--- src/rtl/ps2_pkg.sv ---
`default_nettype none
// ============================================================================
// Module      : ps2_pkg
// Description : Shared constants and event packing for the PS/2 receiver.
// Revision    : 1.0 - initial release
// ============================================================================
package ps2_pkg;

    localparam logic [7:0] SCAN_EXT = 8'hE0;
    localparam logic [7:0] SCAN_BRK = 8'hF0;

    localparam int EV_W       = 10;
    localparam int EV_EXT     = 9;
    localparam int EV_BRK     = 8;
    localparam int EV_SCAN_HI = 7;
    localparam int EV_SCAN_LO = 0;

    function automatic logic [EV_W-1:0] make_event(input logic ext,
                                                   input logic brk,
                                                   input logic [7:0] scan);
        logic [EV_W-1:0] ev;
        ev                        = '0;
        ev[EV_EXT]                = ext;
        ev[EV_BRK]                = brk;
        ev[EV_SCAN_HI:EV_SCAN_LO] = scan;
        return ev;
    endfunction

endpackage
`default_nettype wire

--- src/rtl/ps2_frame_rx.sv ---
`default_nettype none
// ============================================================================
// Module      : ps2_frame_rx
// Description : Pin synchroniser and 11-bit PS/2 frame deserialiser with
//               start/parity/stop validation and mid-frame timeout.
// Revision    : 1.0 - initial release
// ============================================================================
module ps2_frame_rx #(
    parameter int SYNC_STAGES    = 3,
    parameter int TIMEOUT_CYCLES = 5000
) (
    input  logic       clk,
    input  logic       clr,
    input  logic       i_ps2_clk,
    input  logic       i_ps2_data,
    output logic       o_byte_valid,
    output logic [7:0] o_byte,
    output logic       o_err_parity,
    output logic       o_err_frame
);

    localparam int            TW        = $clog2(TIMEOUT_CYCLES + 1);
    localparam logic [TW-1:0] c_to_last = TW'(TIMEOUT_CYCLES - 1);

    logic [SYNC_STAGES-1:0] r_clk_sync;
    logic [SYNC_STAGES-1:0] r_data_sync;
    logic                   r_clk_prev;
    logic [3:0]             r_bitcnt;
    logic [7:0]             r_shift;
    logic                   r_parity;
    logic [TW-1:0]          r_tocnt;
    logic                   r_byte_valid;
    logic                   r_err_parity;
    logic                   r_err_frame;

    logic w_strobe;
    logic w_data;

    assign w_strobe = r_clk_prev & ~r_clk_sync[SYNC_STAGES-1];
    assign w_data   = r_data_sync[SYNC_STAGES-1];

    always_ff @(posedge clk) begin
        if (clr) begin
            r_clk_sync   <= '0;
            r_data_sync  <= '0;
            r_clk_prev   <= 1'b0;
            r_bitcnt     <= 4'd0;
            r_shift      <= 8'd0;
            r_parity     <= 1'b0;
            r_tocnt      <= '0;
            r_byte_valid <= 1'b0;
            r_err_parity <= 1'b0;
            r_err_frame  <= 1'b0;
        end else begin
            r_clk_sync   <= {r_clk_sync[SYNC_STAGES-2:0], i_ps2_clk};
            r_data_sync  <= {r_data_sync[SYNC_STAGES-2:0], i_ps2_data};
            r_clk_prev   <= r_clk_sync[SYNC_STAGES-1];
            r_byte_valid <= 1'b0;
            r_err_parity <= 1'b0;
            r_err_frame  <= 1'b0;

            if (w_strobe) begin
                r_tocnt <= '0;
                if (r_bitcnt == 4'd0) begin
                    // A high start bit is treated as line noise, giving resync.
                    if (!w_data) begin
                        r_bitcnt <= 4'd1;
                    end
                end else if (r_bitcnt <= 4'd8) begin
                    r_shift  <= {w_data, r_shift[7:1]};
                    r_bitcnt <= r_bitcnt + 4'd1;
                end else if (r_bitcnt == 4'd9) begin
                    r_parity <= w_data;
                    r_bitcnt <= 4'd10;
                end else begin
                    r_bitcnt <= 4'd0;
                    if (w_data && ((^r_shift) ^ r_parity)) begin
                        r_byte_valid <= 1'b1;
                    end else begin
                        r_err_parity <= 1'b1;
                    end
                end
            end else if (r_bitcnt != 4'd0) begin
                if (r_tocnt == c_to_last) begin
                    r_bitcnt    <= 4'd0;
                    r_tocnt     <= '0;
                    r_err_frame <= 1'b1;
                end else begin
                    r_tocnt <= r_tocnt + 1'b1;
                end
            end
        end
    end

    assign o_byte_valid = r_byte_valid;
    assign o_byte       = r_shift;
    assign o_err_parity = r_err_parity;
    assign o_err_frame  = r_err_frame;

endmodule
`default_nettype wire

--- src/rtl/ps2_rx_events.sv ---
`default_nettype none
// ============================================================================
// Module      : ps2_rx_events
// Description : PS/2 keyboard receiver: E0/F0 prefix folding, event FIFO
//               with valid/ready pop port, overflow and error reporting.
// Revision    : 1.0 - initial release
// ============================================================================
module ps2_rx_events
    import ps2_pkg::*;
#(
    parameter int FIFO_DEPTH     = 8,
    parameter int SYNC_STAGES    = 3,
    parameter int TIMEOUT_CYCLES = 5000
) (
    input  logic                        clk,
    input  logic                        clr,
    input  logic                        ps2_clk,
    input  logic                        ps2_data,
    output logic                        ev_valid,
    input  logic                        ev_ready,
    output logic [EV_W-1:0]             ev_data,
    output logic [$clog2(FIFO_DEPTH):0] level,
    output logic                        overflow,
    input  logic                        ovf_clr,
    output logic                        err_parity,
    output logic                        err_frame,
    output logic [7:0]                  err_count
);

    localparam int            PW      = $clog2(FIFO_DEPTH);
    localparam int            LW      = PW + 1;
    localparam logic [LW-1:0] c_depth = LW'(FIFO_DEPTH);

    logic            w_byte_valid;
    logic [7:0]      w_byte;
    logic            w_err_parity;
    logic            w_err_frame;

    logic            r_ext_pend;
    logic            r_brk_pend;
    logic [EV_W-1:0] r_mem [FIFO_DEPTH];
    logic [PW-1:0]   r_wptr;
    logic [PW-1:0]   r_rptr;
    logic [LW-1:0]   r_level;
    logic            r_overflow;
    logic [7:0]      r_err_count;

    logic            w_is_prefix;
    logic            w_push;
    logic            w_pop;
    logic            w_full;
    logic            w_accept;
    logic [EV_W-1:0] w_event;

    ps2_frame_rx #(
        .SYNC_STAGES    (SYNC_STAGES),
        .TIMEOUT_CYCLES (TIMEOUT_CYCLES)
    ) u_frame_rx (
        .clk          (clk),
        .clr          (clr),
        .i_ps2_clk    (ps2_clk),
        .i_ps2_data   (ps2_data),
        .o_byte_valid (w_byte_valid),
        .o_byte       (w_byte),
        .o_err_parity (w_err_parity),
        .o_err_frame  (w_err_frame)
    );

    assign w_is_prefix = (w_byte == SCAN_EXT) || (w_byte == SCAN_BRK);
    assign w_push      = w_byte_valid && !w_is_prefix;
    assign w_pop       = ev_valid && ev_ready;
    assign w_full      = (r_level == c_depth);
    assign w_accept    = w_push && (!w_full || w_pop);
    assign w_event     = make_event(r_ext_pend, r_brk_pend, w_byte);

    always_ff @(posedge clk) begin
        if (clr) begin
            r_ext_pend <= 1'b0;
            r_brk_pend <= 1'b0;
        end else if (w_err_frame) begin
            r_ext_pend <= 1'b0;
            r_brk_pend <= 1'b0;
        end else if (w_byte_valid) begin
            if (w_byte == SCAN_EXT) begin
                r_ext_pend <= 1'b1;
            end else if (w_byte == SCAN_BRK) begin
                r_brk_pend <= 1'b1;
            end else begin
                // Flags are consumed even when the event is dropped on overflow.
                r_ext_pend <= 1'b0;
                r_brk_pend <= 1'b0;
            end
        end
    end

    always_ff @(posedge clk) begin
        if (w_accept) begin
            r_mem[r_wptr] <= w_event;
        end
    end

    always_ff @(posedge clk) begin
        if (clr) begin
            r_wptr     <= '0;
            r_rptr     <= '0;
            r_level    <= '0;
            r_overflow <= 1'b0;
        end else begin
            if (w_accept) begin
                r_wptr <= r_wptr + 1'b1;
            end
            if (w_pop) begin
                r_rptr <= r_rptr + 1'b1;
            end
            case ({w_accept, w_pop})
                2'b10:   r_level <= r_level + 1'b1;
                2'b01:   r_level <= r_level - 1'b1;
                default: r_level <= r_level;
            endcase
            if (w_push && !w_accept) begin
                r_overflow <= 1'b1;
            end else if (ovf_clr) begin
                r_overflow <= 1'b0;
            end
        end
    end

    always_ff @(posedge clk) begin
        if (clr) begin
            r_err_count <= 8'd0;
        end else if ((w_err_parity || w_err_frame) && (r_err_count != 8'hFF)) begin
            r_err_count <= r_err_count + 8'd1;
        end
    end

    assign ev_valid   = (r_level != '0);
    assign ev_data    = r_mem[r_rptr];
    assign level      = r_level;
    assign overflow   = r_overflow;
    assign err_parity = w_err_parity;
    assign err_frame  = w_err_frame;
    assign err_count  = r_err_count;

endmodule
`default_nettype wire
--- config.mk ---
export PLATFORM = sky130hd
export DESIGN_NAME = ps2_rx_events
export DESIGN_NICKNAME = d
export VERILOG_FILES = /design/src/rtl/ps2_pkg.sv /design/src/rtl/ps2_frame_rx.sv /design/src/rtl/ps2_rx_events.sv
export SDC_FILE = /design/constraint.sdc
export NUM_CORES = 1
export LEC_CHECK = 0
export BUFFER_PORTS_ARGS = -buffer_cell sky130_fd_sc_hd__buf_2
export CAP_MARGIN = 15
export CORE_ASPECT_RATIO = 1.4
export CORE_MARGIN = 8
export CORE_UTILIZATION = 45
export CTS_CLUSTER_DIAMETER = 60
export DETAILED_ROUTE_END_ITERATION = 8
export PLACE_DENSITY = 0.68
export REMOVE_ABC_BUFFERS = 1
export SYNTH_ARGS = -nofsm -noshare
export SYNTH_HDL_FRONTEND = slang
export SYNTH_SLANG_ARGS = --single-unit
export TNS_END_PERCENT = 10
--- constraint.sdc ---
create_clock -name clk -period 2.58 [get_ports clk]
set_input_delay 0.258 -clock clk [delete_from_list [all_inputs] [get_ports clk]]
set_output_delay 0.258 -clock clk [all_outputs]
set_load 0.005 [all_outputs]
==> results of run 1 <==
[layer usage]
metal | vias up | routed length, µm
met4 | 0 | 172
li1 | 1676 | -
met3 | 14 | 303
met5 | - | 0
met1 | 1729 | 4480
met2 | 54 | 5860
[through the flow]
step	total power, µW	setup TNS (ns)
final	4940	0
after global placement	2810	0
after detailed placement	2820	0
after CTS	5000	0
after floorplan	2690	-4.53
after global routing	5120	0
[worst max-delay path by stage]
| stage | from | end | depth (start not counted) |
|---|---|---|---|
| 3_3_place_gp | u_frame_rx.o_byte[5] | level[3] | 9 |
| 2_1_floorplan | u_frame_rx.o_byte[4] | r_mem[4][0] | 6 |
| 4_1_cts | u_frame_rx.o_byte[5] | level[3] | 9 |
| 5_1_grt | u_frame_rx.o_byte[1] | level[3] | 10 |
| 6_report | flip-flop | ev_data[6] | 4 |
| 3_5_place_dp | u_frame_rx.o_byte[5] | level[3] | 9 |
[kinds of logic after synthesis]
kind of cell / share of synthesized area [%]
AO/OA/AOI/OAI: 4.54
multiplexers: 12.0
flip-flops: 62.3
buffers and inverters: 2.27
adder cells (fa/ha/maj): 3.38
AND/OR/NAND/NOR: 11.8
XOR/XNOR: 3.64
[Yosys cell counts (2+ instances only)]
cell       n  share of area [%]
nand2b_1   6               0.65
nand2_1   21                1.4
nand3_1    8               0.69
o21ai_0    6               0.52
buf_2      3               0.26
dfxtp_1   60                 21
nor2_1    45                2.9
nor3_1    14                1.2
a211oi_1   2               0.26
ha_1      14                3.0
and3_1     3               0.32
nor2b_1    9               0.97
nor4b_1    2               0.30
or3_1      5               0.54
a41oi_1    2               0.30
xor2_1     8                1.2
edfxtp_1  80                 42
inv_1     16                1.0
nand4_1    6               0.65
mux2_2    11                2.1
and2_1     3               0.32
clkbuf_1   9               0.58
mux4_2    20                7.8
mux2i_1   12                2.1
a21oi_1   14                1.2
xnor2_1   16                2.4
[sequential cells by signal (all words and copies together), names as in the netlist, 3 cells and up, named ones only]
name and cells:
u_frame_rx.r_data_sync 3, level 4, r_mem 80, u_frame_rx.r_tocnt 13, r_rptr 3, u_frame_rx.o_byte 8, u_frame_rx.r_clk_sync 3, u_frame_rx.r_bitcnt 4
err_count 8, r_wptr 3
[final cells by class]
| type | count | area [µm²] |
|---|---|---|
| timing repair buffer | 54 | 328 |
| fill | 1044 | 5920 |
| clock inverter | 9 | 73.8 |
| tap | 153 | 191 |
| clock buffer | 23 | 458 |
| multi-input combinational | 252 | 2050 |
| sequential | 140 | 3600 |
| inverter | 16 | 60.1 |
[power breakdown]
group / switching (µW) / internal, µW
Combinational: 177 / 202
Clock: 840 / 1330
Sequential: 26.4 / 2360
Total: 1040 / 3890
[timing repair]
action                     CTS  global route
gates resized for setup      0             1
hold endpoints to repair     0             0
setup endpoints to repair    0             1
==> results.sh, run 1 <==
export IMPL_htreeDepth=4
export IMPL_crit_chain="buf_4 -> mux4_2 -> mux2_2 -> buf_2"
export IMPL_cp_slowest_cell="mux4_2"
export IMPL_avgSynthCellArea_um2=13.7
export IMPL_die_width_um=112
export IMPL_met2_usage_pct=25.3
export IMPL_r2r_end="level[3]"
export IMPL_start_kind="flip-flop"
export IMPL_fin_util_pct=53.3
export IMPL_worst_setup_path_end_kind="output port"
export IMPL_clk_latency_ns=0.41
export IMPL_syn_to_final_growth_pct=17.1
export IMPL_use_met1_pct=14.9
export IMPL_drt_first_pass_iters=6
export IMPL_status="finished, final reports clean"
export IMPL_fmax_mhz=431
export IMPL_netlist_area_um2=5780
export IMPL_cts_made_buffers=17
export IMPL_grt_max_degree=45
export IMPL_postCtsHoldBufs=0
export IMPL_grt_usage_pct=14.0
export IMPL_cp_max_fo=20
export IMPL_cts_num_sinks=140
export IMPL_synth_seq_cells=140
export IMPL_drc=0
export IMPL_hold_start="ps2_data"
export IMPL_synth_flop_cell="edfxtp_1"
export IMPL_wl_um=10800
export IMPL_finish_instance_area_um2=6770
export IMPL_critPathBufInv=2
export IMPL_slew_viol_final=0
export IMPL_vias=3473
export IMPL_die_y_um=150
export IMPL_p_leak_uw=0.00245
export IMPL_worst_slew_pin_transition_ns=0.596
export IMPL_cts_root_buf="clkbuf_16"
export IMPL_hpwl_um=7210
export IMPL_fin_nets=502
export IMPL_clkTransAtPathRegs_ns=0.06
export IMPL_drive_gt1_share_pct=24.3
export IMPL_wl_per_cell_um=16.7
export IMPL_reg2reg_from="u_frame_rx.o_byte[1]"
export IMPL_rsz0062_at_grt="false"
export IMPL_critPathKind="reg -> out"
export IMPL_setup_viol=0
export IMPL_p_per_area_nw_per_um2=729
export IMPL_critPathMaxStageDelay_ns=0.57
export IMPL_peakVddDrop_v=0.000402
export IMPL_skew_ns=0.0106
export IMPL_worstPathRequired_ns=2.32
export IMPL_antenna_found_initial=0
export IMPL_grt_ovfl_total=0
export IMPL_hold_class="in -> reg"
export IMPL_synthDistinctLibCells=54
export IMPL_globalplace_congestion=0.766
export IMPL_seq_area_frac_synth_pct=62.3
export IMPL_final_common_cell="edfxtp_1"
export IMPL_core_area_um2=12700
export IMPL_drtIter0Drc=174
export IMPL_hold_violations=0
export IMPL_reg2reg_slack_ns=0.28
export IMPL_start_util_pct=45.6
export IMPL_grt_pass1_vias=3724
export IMPL_diodes=0
export IMPL_dp_cells=615
export IMPL_ff2ff_path_depth=10
export IMPL_ant_nets=0
export IMPL_post_cts_buffers=0
export IMPL_synth_edf_count=80
export IMPL_cts_buffer_depth=2
export IMPL_busiest_layer="met2"
export IMPL_place_ws_ns=0.188
export IMPL_io_buffer_count=31
export IMPL_maxCapViolCount=0
export IMPL_final_setup_worst_slack_ns=0.261
export IMPL_hold_slack_ns=0.0584
export IMPL_post_route_period_util_pct=89.9
export IMPL_use_met3_pct=3.77
export IMPL_whs_endpoint="u_frame_rx.r_data_sync[0]"
export IMPL_cts_tree="done"
export IMPL_slew_headroom_pct=60.2
export IMPL_syn_instance_count=423
export IMPL_placed_area_um2=6240
export IMPL_grt_pass1_wl_um=18200
export IMPL_holdPathStages=2
export IMPL_yosys_warnings=0
export IMPL_die_area_um2=16800
export IMPL_final_cell_mix="80 x edfxtp_1, 59 x dfxtp_1, 45 x nor2_1"
export IMPL_finalNonFillerCells=647
export IMPL_viasPerCell=5.37
export IMPL_rows=49
export IMPL_fin_crit_ns=2.32
export IMPL_synthArstFlopShare_pct=0
export IMPL_critPathTopFamily="multiplexers"
export IMPL_io_pins=32
export IMPL_critical_path_arrival_ns=2.06
(Power assumes the default switching activity.)
==> run 2, diff against run 1 <==
==> constraint.sdc (replaced) <==
create_clock -name clk -period 2.58 [get_ports clk]
set_input_delay 0.516 -clock clk [delete_from_list [all_inputs] [get_ports clk]]
set_output_delay 0.516 -clock clk [all_outputs]
set_load 0.005 [all_outputs]
==> results.sh, run 2 (same netlist as run 1, synthesis figures left out) <==
export IMPL_fmax_mhz=412
export IMPL_setup_viol=0
export IMPL_rows=49
export IMPL_skew_ns=0.00600
export IMPL_reg2reg_from="level[3]"
export IMPL_start_util_pct=45.6
export IMPL_cts_root_buf="clkbuf_16"
export IMPL_antenna_found_initial=0
export IMPL_crit_chain="buf_12 -> mux4_2 -> mux2_2 -> buf_2"
export IMPL_post_route_period_util_pct=94.2
export IMPL_grt_usage_pct=13.2
export IMPL_max_flop_register="r_mem"
export IMPL_netSwitchingFraction_pct=20.8
export IMPL_worst_setup_path_end_kind="output port"
export IMPL_diodes=0
export IMPL_place_ws_ns=0.179
export IMPL_final_setup_worst_slack_ns=0.151
export IMPL_r2r_end="level[3]"
export IMPL_postCtsHoldBufs=0
export IMPL_drc=0
export IMPL_p_leak_uw=0.00247
export IMPL_cts_tree="done"
export IMPL_holdPathStages=2
export IMPL_reg2reg_slack_ns=0.20
export IMPL_cts_buffer_depth=2
export IMPL_maxCapViolCount=0
export IMPL_critical_path_arrival_ns=1.91
export IMPL_final_common_cell="edfxtp_1"
export IMPL_clkTransAtPathRegs_ns=0.05
export IMPL_power_frac_seq_pct=47.4
export IMPL_p_switching_uw=1050
export IMPL_syn_to_final_growth_pct=17.9
export IMPL_largest_reg_flops=80
export IMPL_die_width_um=112
export IMPL_grt_ovfl_total=0
export IMPL_drt_first_pass_iters=4
export IMPL_p_int_uw=3980
export IMPL_hold_class="in -> reg"
export IMPL_cts_num_sinks=140
export IMPL_io_buffer_count=31
export IMPL_top_regs="r_mem: 80 flops, u_frame_rx.r_tocnt: 13 flops"
export IMPL_wl_per_cell_um=16.2
export IMPL_fin_nets=503
export IMPL_die_y_um=150
export IMPL_die_area_um2=16800
export IMPL_cts_made_buffers=17
export IMPL_use_met3_pct=3.77
export IMPL_rsz0062_at_grt="false"
export IMPL_start_kind="flip-flop"
export IMPL_ant_nets=0
export IMPL_clk_latency_ns=0.40
export IMPL_critPathMaxStageDelay_ns=0.53
export IMPL_hold_slack_ns=0.321
export IMPL_ff2ff_path_depth=8
export IMPL_viasPerCell=5.26
export IMPL_grt_pass1_vias=3562
export IMPL_vias=3411
export IMPL_hold_violations=0
export IMPL_critPathTopFamily="multiplexers"
export IMPL_slew_headroom_pct=55.5
export IMPL_grt_pass1_wl_um=17200
export IMPL_io_pins=32
export IMPL_worstPathRequired_ns=2.06
export IMPL_status="finished, final reports clean"
export IMPL_combPwrFrac_pct=7.5
export IMPL_slew_viol_final=0
export IMPL_use_met1_pct=13.6
export IMPL_drive_gt1_share_pct=25.1
export IMPL_hpwl_um=7260
export IMPL_p_per_area_nw_per_um2=738
export IMPL_worst_slew_pin_transition_ns=0.659
export IMPL_met2_usage_pct=24.3
export IMPL_peakVddDrop_v=0.000514
export IMPL_globalplace_congestion=0.801
export IMPL_cp_max_fo=20
export IMPL_wl_um=10500
export IMPL_drtIter0Drc=129
export IMPL_clkPwrFrac_pct=45.1
export IMPL_final_cell_mix="80 x edfxtp_1, 59 x dfxtp_1, 45 x nor2_1"
export IMPL_grt_max_degree=24
export IMPL_busiest_layer="met2"
export IMPL_post_cts_buffers=0
export IMPL_hold_start="ps2_data"
export IMPL_core_area_um2=12700
export IMPL_cts_resized=0
export IMPL_htreeDepth=4
export IMPL_cp_slowest_cell="mux4_2"
export IMPL_fin_crit_ns=2.43
export IMPL_critPathKind="reg -> out"
export IMPL_critPathBufInv=2
export IMPL_whs_endpoint="u_frame_rx.r_data_sync[0]"
-- run 2: changes by cell type in the layout (fill, tap and decap cells not counted) --
| cell | delta |
|---|---|
| clkinv_4 | +1 |
| clkinv_2 | +1 |
| buf_12 | +1 |
| clkbuf_1 | -1 |
| bufinv_16 | +1 |
| clkinv_1 | -2 |
| inv_6 | +1 |
| clkbuf_8 | -1 |
-- run 2: routing by layer --
metal  part of all wire (%)  up-vias
li1                       -     1670
met1                     41     1682
met2                     55       47
met3                    2.5       12
met4                    1.5        0
met5                      0        -
-- run 2: area by class of cell --
class                           instances  area (µm²)
Tap cell                              153         191
Sequential cell                       140        3600
Fill cell                            1066        5870
Inverter                               16        60.1
Timing Repair Buffer                   55         348
Clock buffer                           21         440
Clock inverter                         11         119
Multi-Input combinational cell        252        2050
-- run 2: through the flow --
stage          util, %  setup TNS (ns)  power (µW)  std cells  instance area (µm²)
2_1_floorplan        -           -4.53        2690        408                 5710
3_3_place_gp      49.3               0        2810        616                 6260
3_5_place_dp      49.3               0        2820        616                 6260
4_1_cts           53.7               0        5080        648                 6820
5_1_grt           53.7               0        5200        648                 6820
6_report          53.7               0        5030        648                 6820
-- run 2: worst max path at each step --
stage | to | from | cells past startpoint | slack (ns)
after floorplan | r_mem[4][0] | u_frame_rx.o_byte[4] | 6 | -0.24
after global placement | level[3] | u_frame_rx.o_byte[5] | 9 | 0.28
after detailed placement | level[3] | u_frame_rx.o_byte[5] | 9 | 0.18
after CTS | ev_data[6] | flip-flop | 4 | 0.11
after global routing | ev_data[3] | flip-flop | 4 | 0.07
final | ev_data[6] | flip-flop | 4 | 0.15
-- run 2: worst register-to-register path, cell delays in order, from the launching register on --
cell and delay, ns:
dfxtp_1 0.35, o41ai_1 0.67, a21oi_1 0.14, buf_4 0.19, ha_1 0.30, a21oi_1 0.23
and2_1 0.18, o21ai_1 0.06, nor3b_2 0.15
-- run 2: power groups by stage --
stage	Clock, µW	Combinational, µW	Sequential (µW)
floorplan	0	234	2450
global placement	0	379	2430
detailed placement	0	387	2430
CTS	2300	390	2380
global route	2400	417	2380
finish	2270	378	2380
==> run 3, diff against run 2 <==
- CTS_BUF_LIST: not set -> sky130_fd_sc_hd__clkbuf_8
==> results.sh, run 3 (same netlist as run 1, synthesis figures left out) <==
export IMPL_seq_area_um2=3600
export IMPL_cts_root_buf="clkbuf_8"
export IMPL_vias=3409
export IMPL_wl_per_cell_um=16.1
export IMPL_ant_nets=0
export IMPL_die_area_um2=16800
export IMPL_post_cts_buffers=0
export IMPL_crit_path_end="ev_data[6]"
export IMPL_grt_pass1_vias=3523
export IMPL_rsz0062_at_grt="false"
export IMPL_cts_num_sinks=140
export IMPL_viasPerCell=5.26
export IMPL_peakVddDrop_v=0.000376
export IMPL_finish_instance_area_um2=6630
export IMPL_top_regs="r_mem: 80 flops, u_frame_rx.r_tocnt: 13 flops"
export IMPL_placed_area_um2=6260
export IMPL_globalplace_congestion=0.801
export IMPL_r2r_end="level[3]"
export IMPL_worst_setup_path_end_kind="output port"
export IMPL_start_util_pct=45.6
export IMPL_slew_viol_final=0
export IMPL_start_kind="flip-flop"
export IMPL_p_per_area_nw_per_um2=660
export IMPL_fin_setup_tns_ns=0
export IMPL_total_power_uw=4370
export IMPL_worst_slew_pin_transition_ns=0.662
export IMPL_largest_reg_flops=80
export IMPL_max_flop_register="r_mem"
export IMPL_hold_class="in -> reg"
export IMPL_slew_headroom_pct=55.3
export IMPL_wl_um=10500
export IMPL_antenna_found_initial=0
export IMPL_post_route_period_util_pct=95.5
export IMPL_setup_viol=0
export IMPL_critPathKind="reg -> out"
export IMPL_cp_max_fo=20
export IMPL_die_width_um=112
export IMPL_htreeDepth=4
export IMPL_hpwl_um=7260
export IMPL_p_leak_uw=0.00240
export IMPL_worstPathRequired_ns=2.06
export IMPL_clk_latency_ns=0.44
export IMPL_fillers=1087
export IMPL_fmax_mhz=406
export IMPL_cts_made_buffers=17
export IMPL_holdPathStages=2
export IMPL_critPathMaxStageDelay_ns=0.53
export IMPL_hold_violations=0
export IMPL_maxCapViolCount=0
export IMPL_final_common_cell="edfxtp_1"
export IMPL_cts_tree="done"
export IMPL_reg2reg_from="level[3]"
export IMPL_hold_slack_ns=0.293
export IMPL_clkTransAtPathRegs_ns=0.07
export IMPL_drt_first_pass_iters=4
export IMPL_core_area_um2=12700
export IMPL_critical_path_arrival_ns=1.95
export IMPL_fin_util_pct=52.2
export IMPL_fin_nets=503
export IMPL_crit_chain="buf_12 -> mux4_2 -> mux2_2 -> buf_2"
export IMPL_fin_crit_ns=2.46
export IMPL_drc=0
export IMPL_multiInputGateArea_um2=2050
export IMPL_grt_pass1_wl_um=17000
export IMPL_status="finished, final reports clean"
export IMPL_grt_max_degree=24
export IMPL_grt_ovfl_total=0
export IMPL_io_buffer_count=31
export IMPL_drtIter0Drc=106
export IMPL_grt_usage_pct=13.1
export IMPL_syn_to_final_growth_pct=14.6
export IMPL_die_y_um=150
export IMPL_cp_slowest_cell="mux4_2"
export IMPL_io_pins=32
export IMPL_rows=49
export IMPL_drive_gt1_share_pct=25.1
export IMPL_reg2reg_slack_ns=0.14
export IMPL_diodes=0
export IMPL_final_cell_mix="80 x edfxtp_1, 59 x dfxtp_1, 45 x nor2_1"
export IMPL_cts_buffer_depth=2
export IMPL_skew_ns=0.0119
export IMPL_ff2ff_path_depth=8
[run 3: cell types whose count changed in the layout (fill, tap and decap cells not counted)]
cell       before  now
clkbuf_1        4    0
clkbuf_16      17    0
inv_1          16   20
clkbuf_8        0   17
[run 3: worst max-delay path, delay by kind of cell, from the launching register on]
family | cells | cell delay (ns)
flip-flops | 1 | 0.35
buffers and inverters | 2 | 0.34
multiplexers | 2 | 0.81
[run 3: worst min path at each step]
stage | slack, ns | from | end
floorplan | 0.41 | u_frame_rx.r_clk_sync[0] | u_frame_rx.r_clk_sync[1]
global placement | 0.42 | u_frame_rx.r_clk_sync[1] | u_frame_rx.r_clk_sync[2]
detailed placement | 0.43 | u_frame_rx.r_clk_sync[1] | u_frame_rx.r_clk_sync[2]
CTS | 0.26 | ps2_data | u_frame_rx.r_data_sync[0]
global route | 0.26 | ps2_data | u_frame_rx.r_data_sync[0]
finish | 0.29 | ps2_data | u_frame_rx.r_data_sync[0]
[run 3: power breakdown]
part / internal (µW) / switching (µW)
Clock: 837 / 776
Combinational: 206 / 172
Sequential: 2350 / 24.9
[run 3: area by class of cell]
type	instances	share of cell area, %
clock buffer	17	3.53
clock inverter	15	2.02
inverter	16	0.907
multi-input combinational	252	31.0
sequential	140	54.4
tap	153	2.89
timing repair buffer	55	5.25
[run 3: what timing repair did]
item / CTS / global route
hold buffers: 0 / 0
endpoints found under the setup margin: 0 / 1
gates resized for setup: 0 / 1
[run 3: per-stage QoR]
step / cells / setup slack [ns]
3_3_place_gp: 616 / 0.284
5_1_grt: 648 / 0.0206
4_1_cts: 648 / 0.0575
6_report: 648 / 0.117
2_1_floorplan: 408 / -0.238
3_5_place_dp: 616 / 0.179
[run 3: routing by layer]
| layer | vias up | share of wire (%) | global-route usage (%) |
|---|---|---|---|
| li1 | 1667 | - | - |
| met3 | 20 | 3.1 | 3.89 |
| met4 | 0 | 3.1 | 7.28 |
| met1 | 1669 | 40 | 13.2 |
| met2 | 53 | 53 | 24.0 |
| met5 | - | 0 | 0 |
